[src/rtl/bl_wl_config_writer.sv]
// Memory-bank configuration writer: drives a BL word and one WL pulse per frame.
// Optional even-parity check on frame_bl when BL_WL_PARITY_EN is defined.
module bl_wl_config_writer #(
    parameter int BL_WIDTH     = 8,
    parameter int WL_WIDTH     = 8,
    parameter int WL_ADDR_W    = 3,
    parameter int PULSE_CYCLES = 2
) (
    input  logic                   prog_clk,
    input  logic                   pReset,
    input  logic                   frame_valid,
    output logic                   frame_ready,
    input  logic [0:BL_WIDTH-1]    frame_bl,
    input  logic [0:WL_ADDR_W-1]   frame_wl_addr,
    input  logic                   frame_last,
`ifdef BL_WL_PARITY_EN
    input  logic                   frame_parity,
`endif
    output logic [0:BL_WIDTH-1]    bl,
    output logic [0:WL_WIDTH-1]    wl,
    output logic                   busy,
    output logic                   done,
    output logic                   err,
    output logic [15:0]            frame_count
);

    localparam int CNT_W = (PULSE_CYCLES > 1) ? $clog2(PULSE_CYCLES) : 1;

    typedef enum logic [1:0] {
        S_IDLE,
        S_SETUP,
        S_PULSE,
        S_HOLD
    } state_t;

    state_t                 r_state;
    state_t                 w_next;
    logic [0:BL_WIDTH-1]    r_bl;
    logic [0:WL_WIDTH-1]    r_wl;
    logic [0:WL_ADDR_W-1]   r_row;
    logic                   r_last;
    logic                   r_done;
    logic                   r_err;
    logic [15:0]            r_count;
    logic [CNT_W-1:0]       r_cnt;
    logic [0:WL_WIDTH-1]    w_onehot;
    logic                   w_accept;
    logic                   w_bad_addr;
    logic                   w_bad_par;
    logic                   w_drop;

    assign w_accept   = frame_valid && (r_state == S_IDLE) && !r_done;
    assign w_bad_addr = (32'(frame_wl_addr) >= 32'(WL_WIDTH));
`ifdef BL_WL_PARITY_EN
    assign w_bad_par  = ((^frame_bl) != frame_parity);
`else
    assign w_bad_par  = 1'b0;
`endif
    assign w_drop     = w_bad_addr || w_bad_par;

    always_comb begin
        w_onehot = '0;
        for (int i = 0; i < WL_WIDTH; i++) begin
            w_onehot[i] = (r_row == WL_ADDR_W'(i));
        end
    end

    always_ff @(posedge prog_clk or posedge pReset) begin
        if (pReset) begin
            r_state <= S_IDLE;
        end else begin
            r_state <= w_next;
        end
    end

    always_comb begin
        w_next = r_state;
        unique case (r_state)
            S_IDLE:  if (w_accept && !w_drop) w_next = S_SETUP;
            S_SETUP: w_next = S_PULSE;
            S_PULSE: if (r_cnt == '0) w_next = S_HOLD;
            S_HOLD:  w_next = S_IDLE;
        endcase
    end

    // WL is set/cleared on state edges so it stays a clean registered one-hot.
    always_ff @(posedge prog_clk or posedge pReset) begin
        if (pReset) begin
            r_bl    <= '0;
            r_wl    <= '0;
            r_row   <= '0;
            r_last  <= 1'b0;
            r_done  <= 1'b0;
            r_err   <= 1'b0;
            r_count <= '0;
            r_cnt   <= '0;
        end else begin
            if (w_accept && !w_drop) begin
                r_bl   <= frame_bl;
                r_row  <= frame_wl_addr;
                r_last <= frame_last;
            end
            if (w_accept && w_drop) begin
                r_err <= 1'b1;
            end
            unique case (r_state)
                S_SETUP: begin
                    r_cnt <= CNT_W'(PULSE_CYCLES - 1);
                    r_wl  <= w_onehot;
                end
                S_PULSE: begin
                    if (r_cnt == '0) begin
                        r_wl <= '0;
                    end else begin
                        r_cnt <= r_cnt - 1'b1;
                    end
                end
                S_HOLD: begin
                    if (r_count != 16'hFFFF) r_count <= r_count + 16'd1;
                    if (r_last) r_done <= 1'b1;
                end
                default: ;
            endcase
        end
    end

    assign bl          = r_bl;
    assign wl          = r_wl;
    assign busy        = (r_state != S_IDLE);
    assign done        = r_done;
    assign err         = r_err;
    assign frame_count = r_count;
    assign frame_ready = (r_state == S_IDLE) && !r_done;

endmodule

[config.mk]
export PLATFORM = sky130hd
export DESIGN_NAME = bl_wl_config_writer
export DESIGN_NICKNAME = d
export VERILOG_FILES = /design/src/rtl/bl_wl_config_writer.sv
export SDC_FILE = /design/constraint.sdc
export NUM_CORES = 1
export LEC_CHECK = 0
export CAP_MARGIN = 30
export CORE_UTILIZATION = 43
export DETAILED_ROUTE_END_ITERATION = 16
export PLACE_DENSITY = 0.76
export SYNTH_ARGS = -nofsm -noshare
export SYNTH_HDL_FRONTEND = slang
export SYNTH_SLANG_ARGS = --single-unit
[constraint.sdc]
create_clock -name prog_clk -period 1.6 [get_ports prog_clk]
set_input_delay 0.48 -clock prog_clk [delete_from_list [all_inputs] [get_ports prog_clk]]
set_output_delay 0.48 -clock prog_clk [all_outputs]
set_load 0.03 [all_outputs]
==> results of run 1 <==
[stage by stage]
step / power (mW) / hold slack, ns
floorplan: 2.94 / 0.444
global placement: 3.79 / 0.459
detailed placement: 3.89 / 0.478
CTS: 4.72 / 0.490
global route: 5.12 / 0.502
finish: 4.82 / 0.486
[cells in the final DEF, fill, tap and decap left out, drive strengths merged]
| master | synthesis | final |
|---|---|---|
| nor2b | 1 | 1 |
| buf | 3 | 40 |
| a2bb2oi | 1 | 1 |
| o21ai | 4 | 4 |
| nor3 | 6 | 6 |
| bufinv | 0 | 1 |
| or2 | 1 | 1 |
| clkinv | 0 | 1 |
| clkbuf | 1 | 8 |
| a21o | 1 | 1 |
| dlygate4sd2 | 0 | 17 |
| o32a | 1 | 1 |
| xnor2 | 3 | 3 |
| inv | 6 | 6 |
| nand3b | 1 | 1 |
| and4 | 1 | 1 |
| clkdlybuf4s50 | 0 | 14 |
| nand2 | 18 | 18 |
| conb | 1 | 1 |
| a21oi | 1 | 1 |
| or4 | 1 | 1 |
| clkdlybuf4s15 | 0 | 9 |
| a22o | 1 | 1 |
| nand4 | 8 | 8 |
| ha | 5 | 5 |
| nand3 | 4 | 4 |
| nand2b | 3 | 3 |
| a32o | 1 | 1 |
| o31ai | 3 | 3 |
| dfrtp | 40 | 40 |
| mux2 | 15 | 15 |
| a21boi | 1 | 1 |
| xor2 | 9 | 9 |
| nor4 | 5 | 5 |
| nor2 | 9 | 9 |
[worst max-delay path: cells and delay by family, from the launching register on]
kind	cells	cell delay, ns
DFF	1	0.39
buffers and inverters	2	0.23
and+or+nand+nor	1	0.15
adders and majority gates	1	0.14
[state kept, by name, summed over array words and instances, names as in the netlist]
| register | cells |
|---|---|
| r_row | 3 |
| r_cnt | 1 |
| r_last | 1 |
| done | 1 |
| wl | 8 |
| r_state | 2 |
| bl | 8 |
| frame_count | 16 |
[kinds of logic (layout without fill, tap and decap cells)]
logic type	Yosys count	count (layout)
XOR/XNOR	12	12
adder cells (fa/ha/maj)	5	5
buffers and inverters	10	96
flip-flops	40	40
AND/OR/NAND/NOR	58	58
other	1	1
AO/OA/AOI/OAI	14	14
multiplexers	15	15
[final timing paths]
kind,slack (ns),end,depth (start not counted),from
setup / recovery,-0.07,frame_ready,4,r_state[1]
hold / removal,0.49,wl[5],2,wl[5]
setup reg to reg,-0.01,frame_count[1],5,frame_count[0]
hold reg to reg,0.49,wl[5],2,wl[5]
max in group asynchronous,0.84,frame_count[1],3,pReset
min in group asynchronous,0.54,frame_count[14],3,pReset
[where the power goes]
part	internal, mW	switching (mW)	total, mW
clock network	0.462	0.324	0.786
logic	1.10	1.33	2.43
registers	1.36	0.249	1.61
[layout make-up]
type                            instances  area [sq um]
Clock buffer                            6          72.6
Clock inverter                          2          35.0
Fill cell                             308          1190
Inverter                                6          25.0
Multi-Input combinational cell        105           902
Sequential cell                        40          1020
Tap cell                               50          62.6
Timing Repair Buffer                   82           721
[timing repair]
| item | CTS | global route |
|---|---|---|
| hold buffers | 0 | 0 |
| buffers inserted | 7 | 1 |
| gates resized for setup | 40 | 31 |
| setup endpoints to repair | 33 | 38 |
| pin swaps | 2 | 3 |
[routing by layer]
layer | track usage [%] | up-vias | part of all wire [%]
met4 | 4.52 | 0 | 0.50
met3 | 6.51 | 5 | 5.2
met5 | 0 | - | 0
met1 | 21.7 | 738 | 40
met2 | 37.4 | 42 | 55
li1 | - | 715 | -
==> metrics.md, run 1 <==
| Metric | Value |
|---|---|
| Post-CTS clock slew at the launch and capture registers of the worst setup and hold paths | around 0.070 ns |
| Cell-by-cell listing of the critical path | inv_2 > ha_4 > nor2b_4 > buf_6 |
| Routed wire length | 4180 um |
| Top-area cell type share of the netlist area | between 50% and 60% |
| Fraction of the mapped netlist area in simple logic gates | between 10% and 20% |
| Port-buffer cells | roughly 50 |
| Post-synth top cells | 40 x sky130_fd_sc_hd__dfrtp_1, 17 x sky130_fd_sc_hd__nand2_1, 14 x sky130_fd_sc_hd__mux2_2 |
| Fin. max-slew vios | 0 |
| Floorplan row count | 23 |
| Worst endpoint data arrival time | 1.19 ns |
| Hold Vio Cnt, Final | 0 |
| Core Area | between 4000 and 5000 sq um |
| Detailed-route vias per instance | ~5.2 |
| Final weighted congestion in routability-driven placement | ~0.84 |
| Maximum VDD drop | around 1.3 mV |
| Number of primary I/O pins | 51 |
| Endpoint kind of the worst setup timing path | output port |
| Cells taking the most area after synthesis | sky130_fd_sc_hd__dfrtp_1 55%, sky130_fd_sc_hd__mux2_2 8.7%, sky130_fd_sc_hd__xor2_1 4.3% |
| Overall global routing resource usage | just over 20% |
| Synth Register Bits | 40 |
| Vertical die dimension | approximately 67 um |
| Final setup violation count | 3 |
| Sum of negative setup slack | -0.130 ns |
| Post-synthesis mux area share | a little under a tenth |
| Worst min-delay path category | flop to flop |
| Die span in x | about 67 um |
| Netlist area before placement | between 1500 and 2000 sq um |
| Master cell of the clock root buffer | sky130_fd_sc_hd__clkbuf_8 |
| Adder and majority cell fraction of the synthesized area | approximately 3.4% |
| Wire length of the first global-routing pass | between 6000 and 7000 um |
| Antenna Violating Nets Remaining | 0 |
| Level count of the clock H-tree | 2 |
| Leakage | between 1 and 1.5 nW |
| Synthesized area divided by synthesized cell count | 11.8 sq um |
| Cell with the biggest individual delay on the critical path | sky130_fd_sc_hd__dfrtp_1 |
| Count of unique library cells instantiated by Yosys | 36 |
| Cell area after placement | between 2000 and 3000 sq um |
| Net count of the mapped netlist | ~180 |
| Run status | complete, but fails checks |
| Sequential fraction of the synthesis area | 54.9% |
| HPWL Detailed | around 3100 um |
| Endpoint required time on the critical path | around 1.1 ns |
| Layout cell share with drive strength beyond 1 | between 40% and 50% |
| Maximum achievable frequency | around 0.6 GHz |
| Die Outline Area | approximately 4500 sq um |
| Number of diodes added for antenna fixing | 0 |
| Most common cell in the synthesized netlist | sky130_fd_sc_hd__dfrtp_1 |
| Per-cell routed wire length | between 10 and 15 um |
| Delay of the slowest critical-path stage | 0.39 ns |
| Number of sinks handled by clock tree synthesis | 40 |
| Class of the most critical setup path | flop to output port |
| Main flop type after synthesis | sky130_fd_sc_hd__dfrtp_1 |
| Inst Count DP | around 280 |
| Drt drc | 0 |
| Pwr dens | ~1700 nW/um^2 |
| First-iteration detailed-routing DRC count | between 40 and 50 |
| Total of max-cap violations | 0 |
| Min Tclk post-route | ~1.7 ns |
| Violated checks | negative setup slack |
| Total congestion overflow | 0 |
| Largest area contributor in the synthesized netlist | sky130_fd_sc_hd__dfrtp_1 |
| Post-synthesis to final-layout area growth | 55.7% |
| Final std cell area, no fill | 2840 sq um |
| Final period utilization | 105% |
| Final non-filler cell total | between 200 and 300 |
| Initial standard-cell utilization of the core | a little under half |
| Post-Synth XOR/XNOR Area | 5.77% |
| Syn. warnings | 0 |
| Maximum fanout count along the critical path | 2 |
| Buffer levels on the longest clock path | 2 |
| Post-place setup slack | -0.103 ns |
| Fraction of the mapped netlist area in compound gates | 5.49% |
| RSZ-0062 raised after global routing | true |
| Number of antenna violations at the first check in global routing | 0 |
| Nets@finish | 260 |
| Number of buffers added by the clock tree synthesis step | 5 |
| Clock latency at the later pin of the worst-skew pair | around 0.28 ns |
| Gate Count Post-Synth | 155 |
| Setup skew after layout | 0.00221 ns |
| Detailed-route via count | 1500 |
| TritonCTS clock tree | done |
| Post-Route Utilization | 70.4% |
| Dominant combinational cell family by area after synthesis | simple AND/OR/NAND/NOR gates |
| Vias in the first global route | 1531 |
| Number of flops mapped to enable cells by yosys | 0 |
| Post-synth ARST share | 100% |
| Kind of launch point of the worst setup path | flop |
| Pre-Repair DR Iteration Count | 4 |
| Largest net degree at the start of global routing | 41 |
| Final worst-path setup slack | -0.0742 ns |
(Power assumes the default switching activity.)
==> run 2: changes to the inputs <==
- CAP_MARGIN: 30 -> 20
==> results of run 2 <==
Same layout as run 1: the final DEF is identical, and so are final timing and power.
